## src/rtl/axi4lite_types_pkg.sv

```systemverilog
// Shared AXI4-Lite definitions: response codes and bus widths used by the
// register bank and by the verification side.
package axi4lite_types_pkg;

    localparam int AXI4LITE_DATA_W = 32;
    localparam int AXI4LITE_STRB_W = 4;

    typedef enum logic [1:0] {
        OKAY   = 2'd0,
        EXOKAY = 2'd1,
        SLVERR = 2'd2,
        DECERR = 2'd3
    } axi_resp_t;

endpackage

```

## src/rtl/axi4lite_regbank.sv

```systemverilog
// AXI4-Lite slave register bank: NUM_CTRL RW control registers followed by NUM_STAT RO status registers.
// Define AXI4LITE_REGBANK_SLVERR_EN to answer illegal writes and unmapped reads with SLVERR.
module axi4lite_regbank
    import axi4lite_types_pkg::*;
#(
    parameter int ADDR_W   = 8,
    parameter int NUM_CTRL = 8,
    parameter int NUM_STAT = 4
) (
    input  logic                                aclk,
    input  logic                                areset,

    input  logic [ADDR_W-1:0]                   s_axi_awaddr,
    input  logic                                s_axi_awvalid,
    output logic                                s_axi_awready,

    input  logic [AXI4LITE_DATA_W-1:0]          s_axi_wdata,
    input  logic [AXI4LITE_STRB_W-1:0]          s_axi_wstrb,
    input  logic                                s_axi_wvalid,
    output logic                                s_axi_wready,

    output logic [1:0]                          s_axi_bresp,
    output logic                                s_axi_bvalid,
    input  logic                                s_axi_bready,

    input  logic [ADDR_W-1:0]                   s_axi_araddr,
    input  logic                                s_axi_arvalid,
    output logic                                s_axi_arready,

    output logic [AXI4LITE_DATA_W-1:0]          s_axi_rdata,
    output logic [1:0]                          s_axi_rresp,
    output logic                                s_axi_rvalid,
    input  logic                                s_axi_rready,

    output logic [NUM_CTRL*AXI4LITE_DATA_W-1:0] ctrl_regs,
    output logic [NUM_CTRL-1:0]                 ctrl_wr_pulse,
    input  logic [NUM_STAT*AXI4LITE_DATA_W-1:0] stat_regs
);

    localparam int IDX_W = ADDR_W - 2;

`ifdef AXI4LITE_REGBANK_SLVERR_EN
    localparam bit SLVERR_EN = 1'b1;
`else
    localparam bit SLVERR_EN = 1'b0;
`endif

    typedef enum logic {WR_IDLE, WR_RESP} wr_state_t;
    typedef enum logic {RD_IDLE, RD_DATA} rd_state_t;

    // Write channel state
    wr_state_t                    wr_state_reg;
    logic                         awready_reg;
    logic                         wready_reg;
    logic                         aw_have_reg;
    logic                         w_have_reg;
    logic [IDX_W-1:0]             awidx_reg;
    logic [AXI4LITE_DATA_W-1:0]   wdata_reg;
    logic [AXI4LITE_STRB_W-1:0]   wstrb_reg;
    logic                         bvalid_reg;
    logic [1:0]                   bresp_reg;
    logic [NUM_CTRL-1:0]          ctrl_wr_pulse_reg;
    logic [AXI4LITE_DATA_W-1:0]   ctrl_reg [NUM_CTRL];

    // Read channel state
    rd_state_t                    rd_state_reg;
    logic                         arready_reg;
    logic                         rvalid_reg;
    logic [AXI4LITE_DATA_W-1:0]   rdata_reg;
    logic [1:0]                   rresp_reg;

    logic                         wr_commit;
    logic [NUM_CTRL-1:0]          wr_sel;
    logic                         wr_hit;
    axi_resp_t                    bresp_next;
    logic [IDX_W-1:0]             rd_idx;
    logic [AXI4LITE_DATA_W-1:0]   rd_data_next;
    axi_resp_t                    rd_resp_next;
    logic                         rd_mapped;
    logic [AXI4LITE_DATA_W-1:0]   stat_word [NUM_STAT];
    logic                         unused_addr_lsb;

    // Byte offset within a word carries no meaning for this bank.
    assign unused_addr_lsb = ^{s_axi_awaddr[1:0], s_axi_araddr[1:0]};

    // A write commits the cycle after both halves have been captured.
    assign wr_commit = (wr_state_reg == WR_IDLE) && aw_have_reg && w_have_reg;

    for (genvar gi = 0; gi < NUM_CTRL; gi++) begin : g_ctrl
        assign wr_sel[gi] = wr_commit && (awidx_reg == IDX_W'(gi));
        assign ctrl_regs[AXI4LITE_DATA_W*gi +: AXI4LITE_DATA_W] = ctrl_reg[gi];
    end

    for (genvar gi = 0; gi < NUM_STAT; gi++) begin : g_stat
        assign stat_word[gi] = stat_regs[AXI4LITE_DATA_W*gi +: AXI4LITE_DATA_W];
    end

    assign wr_hit = |wr_sel;

    always_comb begin
        bresp_next = OKAY;
        if (SLVERR_EN && !wr_hit) begin
            bresp_next = SLVERR;
        end
    end

    always_comb begin
        rd_idx       = s_axi_araddr[ADDR_W-1:2];
        rd_data_next = '0;
        rd_resp_next = OKAY;
        rd_mapped    = 1'b0;
        for (int i = 0; i < NUM_CTRL; i++) begin
            if (rd_idx == IDX_W'(i)) begin
                rd_data_next = ctrl_reg[i];
                rd_mapped    = 1'b1;
            end
        end
        for (int j = 0; j < NUM_STAT; j++) begin
            if (rd_idx == IDX_W'(NUM_CTRL + j)) begin
                rd_data_next = stat_word[j];
                rd_mapped    = 1'b1;
            end
        end
        if (SLVERR_EN && !rd_mapped) begin
            rd_resp_next = SLVERR;
        end
    end

    always_ff @(posedge aclk) begin
        if (areset) begin
            wr_state_reg      <= WR_IDLE;
            awready_reg       <= 1'b1;
            wready_reg        <= 1'b1;
            aw_have_reg       <= 1'b0;
            w_have_reg        <= 1'b0;
            awidx_reg         <= '0;
            wdata_reg         <= '0;
            wstrb_reg         <= '0;
            bvalid_reg        <= 1'b0;
            bresp_reg         <= OKAY;
            ctrl_wr_pulse_reg <= '0;
            for (int i = 0; i < NUM_CTRL; i++) begin
                ctrl_reg[i] <= '0;
            end
        end else begin
            ctrl_wr_pulse_reg <= '0;
            case (wr_state_reg)
                WR_IDLE: begin
                    if (awready_reg && s_axi_awvalid) begin
                        awidx_reg   <= s_axi_awaddr[ADDR_W-1:2];
                        aw_have_reg <= 1'b1;
                        awready_reg <= 1'b0;
                    end
                    if (wready_reg && s_axi_wvalid) begin
                        wdata_reg  <= s_axi_wdata;
                        wstrb_reg  <= s_axi_wstrb;
                        w_have_reg <= 1'b1;
                        wready_reg <= 1'b0;
                    end
                    if (wr_commit) begin
                        for (int i = 0; i < NUM_CTRL; i++) begin
                            if (wr_sel[i]) begin
                                for (int k = 0; k < AXI4LITE_STRB_W; k++) begin
                                    if (wstrb_reg[k]) begin
                                        ctrl_reg[i][8*k +: 8] <= wdata_reg[8*k +: 8];
                                    end
                                end
                            end
                        end
                        ctrl_wr_pulse_reg <= wr_sel;
                        bresp_reg         <= bresp_next;
                        bvalid_reg        <= 1'b1;
                        aw_have_reg       <= 1'b0;
                        w_have_reg        <= 1'b0;
                        wr_state_reg      <= WR_RESP;
                    end
                end
                WR_RESP: begin
                    if (s_axi_bready) begin
                        bvalid_reg   <= 1'b0;
                        awready_reg  <= 1'b1;
                        wready_reg   <= 1'b1;
                        wr_state_reg <= WR_IDLE;
                    end
                end
                default: wr_state_reg <= WR_IDLE;
            endcase
        end
    end

    // Read data is sampled on the AR handshake edge, so a same-edge write is not yet visible.
    always_ff @(posedge aclk) begin
        if (areset) begin
            rd_state_reg <= RD_IDLE;
            arready_reg  <= 1'b1;
            rvalid_reg   <= 1'b0;
            rdata_reg    <= '0;
            rresp_reg    <= OKAY;
        end else begin
            case (rd_state_reg)
                RD_IDLE: begin
                    if (arready_reg && s_axi_arvalid) begin
                        rdata_reg    <= rd_data_next;
                        rresp_reg    <= rd_resp_next;
                        rvalid_reg   <= 1'b1;
                        arready_reg  <= 1'b0;
                        rd_state_reg <= RD_DATA;
                    end
                end
                RD_DATA: begin
                    if (s_axi_rready) begin
                        rvalid_reg   <= 1'b0;
                        arready_reg  <= 1'b1;
                        rd_state_reg <= RD_IDLE;
                    end
                end
                default: rd_state_reg <= RD_IDLE;
            endcase
        end
    end

    assign s_axi_awready = awready_reg;
    assign s_axi_wready  = wready_reg;
    assign s_axi_bvalid  = bvalid_reg;
    assign s_axi_bresp   = bresp_reg;
    assign s_axi_arready = arready_reg;
    assign s_axi_rvalid  = rvalid_reg;
    assign s_axi_rdata   = rdata_reg;
    assign s_axi_rresp   = rresp_reg;
    assign ctrl_wr_pulse = ctrl_wr_pulse_reg;

endmodule

```

## config.mk

```make
export PLATFORM = sky130hd
export DESIGN_NAME = axi4lite_regbank
export DESIGN_NICKNAME = d
export VERILOG_FILES = /design/src/rtl/axi4lite_types_pkg.sv /design/src/rtl/axi4lite_regbank.sv
export SDC_FILE = /design/constraint.sdc
export NUM_CORES = 1
export LEC_CHECK = 0
export BUFFER_PORTS_ARGS = -buffer_cell sky130_fd_sc_hd__buf_2
export CAP_MARGIN = 30
export CORE_AREA = 2 2 181 201
export DETAILED_ROUTE_END_ITERATION = 16
export DIE_AREA = 0 0 183 203
export PLACE_DENSITY_LB_ADDON = 0.25
export SLEW_MARGIN = 5
export SYNTH_ARGS = -nofsm -noshare
export SYNTH_HDL_FRONTEND = slang
export SYNTH_SLANG_ARGS = --single-unit
```

## constraint.sdc

```tcl
create_clock -name aclk -period 2.1 [get_ports aclk]
set_input_delay 0.42 -clock aclk [delete_from_list [all_inputs] [get_ports aclk]]
set_output_delay 0.42 -clock aclk [all_outputs]
set_load 0.01 [all_outputs]
```

==> flow_summary.toml, run 1 <==
[global_routing]
antenna_found_initial = 8
top_usage_layer = "met2"
grt_pass1_vias = 14500
grt_first_pass_wirelength_um = 92800
grt_usage_pct = 34.0
grt-ovfl-total = 0
use_met3_pct = 8.22
met2_usage_pct = 55.1
grt_util_met1_pct = 43.3
grt_max_degree = 68

[clocking]
htreeDepth = 2
cts-root-buf = "clkbuf_16"
clock_latency_ns = 0.53
clock_path_buffers = 3
clkTransAtPathRegs_ns = 0.06
numCtsBuffers = 38
cts.sinks = 347
tritoncts = "yes"

[timing]
worst_pin_slew_ns = 0.891
hold_viol_final = 0
fin_skew_ns = 0.0142
rsz0062_at_grt = "false"
setup_viol = 0
clock.fmax_mhz = 500
min_period_ns = 2.00
fin_crit_sh_pct = 95.3
fin_ws_ns = 0.0992
slew_viol_final = 0
tns_ns = 0
timing.slew.headroom_pct = 40.0

[setup_path]
crit_chain = "or3_1 -> nor3b_2 -> and2_1 -> buf_4 -> nand2_1 -> nand2b_1 -> buf_4"
crit_path_max_incr_delay_ns = 0.42
cp-end-kind = "register"
critPathKind = "reg2reg"
cp_data_arrival_time_ns = 2.24
cp_max_fo = 6
start_kind = "register"
r2r.worst_path.cells = 7
cp_common_cell = "buf_4"
reg2reg_from = "awidx_reg[5]"
cp_data_required_time_ns = 2.34
r2r-end = "ctrl_reg[0][82]"
crit_buf_inv = 2
cp_slowest_cell = "or3_1"
r2r_slack_ns = 0.1
cp_top_family = "simple AND/OR/NAND/NOR gates"

[logic_synthesis]
synth_flop_cell = "edfxtp_1"
synth-seq-cells = 347
synth_top_area_cell = "edfxtp_1"
yosys_warnings = 0
synth_area_um2 = 16400
netlist_instances = 1503
syn_area_per_cell_um2 = 10.9
synth-seq-area-share_pct = 58.1
synth_edf_count = 256
synth.distinct_cells = 74
yosysTopAreaCellShare_pct = 47.0
synth_top_cells_by_area = "edfxtp_1 47%, dfxtp_1 11%, nor2_1 6.5%, nand2_1 3.3%, mux4_2 2.9%"
async_flop_share_pct = 0

[route]
route.detailed.drc = 0
num_vias = 14876
postRouteWirelength_um = 65100
initialDrtViolationCount = 1559
drt-vias-per-instance = 5.77
post_drt_wl_per_cell_um = 25.2
ant_nets = 0
dr.pass1.iters = 6

[worst_hold_path]
min_from = "s_axi_rready"
min_to = "s_axi_rvalid"
hold_path.class = "in2reg"
min_delay_path_depth = 2

[layout]
final_area_um2 = 21800
area.growth.synth_to_final_pct = 33.5
final_cell_mix = "480 x buf_2, 283 x nor2_1, 256 x edfxtp_1"
largest_register_ffs = 256
final_nets = 2286
nFillCells = 2935
fin_cells = 2578
final_common_cell = "buf_2"
post-route-util_pct = 62.5
drive_above_1_share_pct = 38.5

[floorplan]
die_x_um = 183
die_h_um = 203
initial_core_util_pct = 46.8
core.rowCount = 72
die_area_um2 = 37100
io_pins = 492
core_area_um2 = 35000

[power_and_ir_drop]
powerDensity_nw_per_um2 = 760
ir_drop_mv = 0.659
leakage_nw = 9.31

[placed_design]
post-place-ws_ns = -0.363
port_buffers = 483
gp_congestion = 0.974
dpl-instance-area_um2 = 20600
hpwl_um = 51600
dp.cells = 2503

[flow_run]
cap_violations = 0

[status]
outcome = "completed"
==> area by class of cell <==
class / instances / area (µm²) / share of cell area, %
Sequential cell: 347 / 9510 / 43.5
Multi-Input combinational cell: 1013 / 6240 / 28.6
Timing Repair Buffer: 663 / 4180 / 19.1
Clock buffer: 58 / 1100 / 5.04
Tap cell: 444 / 556 / 2.54
Inverter: 36 / 135 / 0.618
Clock inverter: 11 / 115 / 0.527
Antenna cell: 6 / 15.0 / 0.0687
==> synthesized netlist by cell type, types with 10 or more instances <==
cell	instances
mux4_2	21
clkbuf_1	57
nand2b_1	69
a211oi_1	14
nor3_1	42
mux2i_1	30
nand2_1	146
mux2_2	27
o21bai_1	12
edfxtp_1	256
nor4_1	17
nor4_2	11
dfxtp_1	91
nor2_1	283
o21ai_0	50
o221ai_1	10
nand3_1	16
inv_1	36
o22ai_1	16
a21oi_1	83
buf_6	10
buf_2	29
a211o_1	11
nor2b_1	22
==> power by group <==
group	switching, W	internal, W
Sequential	0.000225	0.00766
Combinational	0.00123	0.000881
Clock	0.00274	0.00388
==> how the worst max path moves through the flow <==
stage                          from         endpoint  slack, ns  depth (start not counted)
floorplan           s_axi_araddr[6]  s_axi_rdata[24]       0.03                          8
global placement    s_axi_araddr[7]  s_axi_rdata[15]      -0.32                         10
detailed placement  s_axi_araddr[7]  s_axi_rdata[15]      -0.36                         10
CTS                    awidx_reg[5]  ctrl_reg[1][72]      -0.02                          5
global route           awidx_reg[5]  ctrl_reg[0][58]       0.02                          6
finish                 awidx_reg[5]  ctrl_reg[0][82]        0.1                          7
==> cell families (layout without fill, tap and decap cells) <==
family / count (synthesis) / after routing / synth area share (%)
other: 1 / 10 / 0.0229
flip-flops: 347 / 347 / 58.1
AND/OR/NAND/NOR: 641 / 641 / 18.5
multiplexers: 78 / 78 / 6.58
AO/OA/AOI/OAI: 290 / 290 / 12.6
buffers and inverters: 146 / 768 / 4.26
==> repair_timing <==
item	CTS	global route
resized for setup	0	14
endpoints found under the setup margin	4	108
hold buffers	0	0
buffers inserted	0	0
gates cloned	0	0
==> routing by layer <==
metal / part of all wire, % / up-vias / routed length, µm
met4: 4.7 / 4 / 3030
li1: - / 6649 / -
met5: 0.041 / - / 27
met1: 38 / 7128 / 24400
met2: 47 / 933 / 30800
met3: 11 / 162 / 6860
==> worst reg2reg max path: stages (launching register included) <==
cell and delay [ns]:
dfxtp_1 0.32, or3_1 0.42, nor3b_2 0.25, and2_1 0.19, buf_4 0.16, nand2_1 0.10
nand2b_1 0.10, buf_4 0.17
==> per-stage QoR <==
| stage | power (W) | hold slack [ns] |
|---|---|---|
| 3_5_place_dp | 0.0101 | 0.448 |
| 2_1_floorplan | 0.00897 | 0.437 |
| 5_1_grt | 0.0171 | 0.119 |
| 3_3_place_gp | 0.0101 | 0.443 |
| 6_report | 0.0166 | 0.111 |
| 4_1_cts | 0.0166 | 0.0967 |
Power figures use the tool's default switching activity.
==> run 2, diff against run 1 <==
--- a/config.mk
+++ b/config.mk
@@ -10,6 +10,7 @@
 export CORE_AREA = 2 2 181 201
 export DETAILED_ROUTE_END_ITERATION = 16
 export DIE_AREA = 0 0 183 203
+export MAX_ROUTING_LAYER = met4
 export PLACE_DENSITY_LB_ADDON = 0.25
 export SLEW_MARGIN = 5
 export SYNTH_ARGS = -nofsm -noshare
==> flow_summary.toml, run 2 (synthesized netlist as in run 1, its figures left out) <==
[clocking]
clock_latency_ns = 0.54
post-cts-setup-buffers = 0
htreeDepth = 2
tritoncts = "yes"
clkTransAtPathRegs_ns = 0.06
clock_path_buffers = 3
numCtsBuffers = 38
cts.sinks = 347
hold_buffers = 0
cts-root-buf = "clkbuf_16"

[route]
postRouteWirelength_um = 64500
ant_nets = 0
initialDrtViolationCount = 1643
post_drt_wl_per_cell_um = 25.1
routed-wl-met3_um = 6340
drt-vias-per-instance = 5.71
dr.pass1.iters = 5
dr_wl_met2_um = 30400
top_layer = "met4"
num_vias = 14712
met1_length_um = 25000
route.detailed.drc = 0

[setup_path]
r2r_slack_ns = 0.08
cp_top_family = "simple AND/OR/NAND/NOR gates"
crit_buf_inv = 1
start_kind = "register"
cp-end-kind = "register"
crit_chain = "or3_1 -> nor2_1 -> and3_2 -> nand2_1 -> nand2b_1 -> buf_4"
cp_data_arrival_time_ns = 2.27
cp_max_fo = 5
cp_slowest_cell = "or3_1"
crit_path_max_incr_delay_ns = 0.42
critPathKind = "reg2reg"
cp_data_required_time_ns = 2.34

[global_routing]
grt_first_pass_wirelength_um = 92600
grt_max_degree = 61
grt_pass1_vias = 14503
antenna_found_initial = 4
grt-ovfl-total = 0
grt_usage_pct = 35.0

[layout]
final_cell_mix = "480 x buf_2, 283 x nor2_1, 256 x edfxtp_1"
final_common_cell = "buf_2"
final_area_um2 = 21700
drive_above_1_share_pct = 38.4
area.growth.synth_to_final_pct = 32.7
fin_cells = 2576
largest_register_ffs = 256
final_nets = 2286

[timing]
rsz0062_at_grt = "false"
min_period_ns = 2.02
worst_pin_slew_ns = 0.787
whs_ns = 0.0868
timing.slew.headroom_pct = 47.1
fin_skew_ns = 0.0191
hold_viol_final = 0
fin_crit_sh_pct = 96.4
setup_viol = 0
clock.fmax_mhz = 494
slew_viol_final = 0

[floorplan]
core.rowCount = 72
die_x_um = 183
initial_core_util_pct = 46.8
die_h_um = 203
io_pins = 492
die_area_um2 = 37100
core_area_um2 = 35000

[placed_design]
gp_congestion = 0.989
hpwl_um = 51400
dpl-instance-area_um2 = 20500
port_buffers = 483
dp.cells = 2503

[worst_hold_path]
hold_path.class = "in2reg"

[power_and_ir_drop]
ir_drop_mv = 0.668
leakage_nw = 9.24
powerDensity_nw_per_um2 = 756

[flow_run]
cap_violations = 0

[status]
outcome = "completed"
## run 2: changes by cell type in the layout (fill, tap and decap cells not counted), sizes merged
| cell | before | now |
|---|---|---|
| inv | 38 | 36 |
| diode | 6 | 4 |
| clkinvlp | 0 | 5 |
| clkbuf | 58 | 51 |
| clkinv | 7 | 12 |
| bufinv | 2 | 1 |
## run 2: power by group
| group | switching, W | leakage [nW] | total (W) | internal [W] |
|---|---|---|---|---|
| registers | 0.000228 | 3.39 | 0.00788 | 0.00766 |
| clock network | 0.00284 | 0.555 | 0.00644 | 0.00360 |
| logic | 0.00121 | 5.29 | 0.00209 | 0.000873 |
## run 2: worst register-to-register path: stages, from the launching register on
cell,delay [ns]
dfxtp_1,0.32
or3_1,0.42
nor2_1,0.13
and3_2,0.38
nand2_1,0.17
nand2b_1,0.15
buf_4,0.17
## run 2: stage by stage
stage | setup slack, ns | utilization [%] | TNS, ns | total power (W)
6_report | 0.0758 | 62.1 | 0 | 0.0164
5_1_grt | 0.0152 | 62.1 | 0 | 0.0169
4_1_cts | 0.00844 | 62.0 | 0 | 0.0164
3_5_place_dp | -0.346 | 58.6 | -4.13 | 0.0101
3_3_place_gp | -0.332 | 58.6 | -3.19 | 0.0101
2_1_floorplan | 0.0266 | - | 0 | 0.00897
## run 2: layout make-up
class | instances | area [µm²]
well taps | 444 | 556
inverters | 36 | 135
multi-input cells | 1013 | 6240
clock buffers | 51 | 1030
diodes | 4 | 10.0
clock inverters | 18 | 148
fillers | 2992 | 13200
flip-flops and latches | 347 | 9510
repair buffers | 663 | 4090
## run 2: timing repair
| action | 4_1_cts | 5_1_grt |
|---|---|---|
| pin swaps | 0 | 0 |
| setup endpoints to repair | 21 | 120 |
| gates resized for setup | 3 | 13 |
## run 2: layer usage
metal  track usage, %  up-vias
met5                -        -
met4             13.6        0
met3             7.66      135
met2             55.2      838
met1             44.1     7099
li1                 -     6640
## run 2: path summary, 6_finish.rpt
path	startpoint	to	cells past startpoint
worst max-delay path	awidx_reg[5]	ctrl_reg[1][54]	6
worst min-delay path	s_axi_rready	s_axi_rvalid	2
worst max register to register	awidx_reg[5]	ctrl_reg[1][54]	6
worst min register to register	wdata_reg[20]	wdata_reg[20]	2
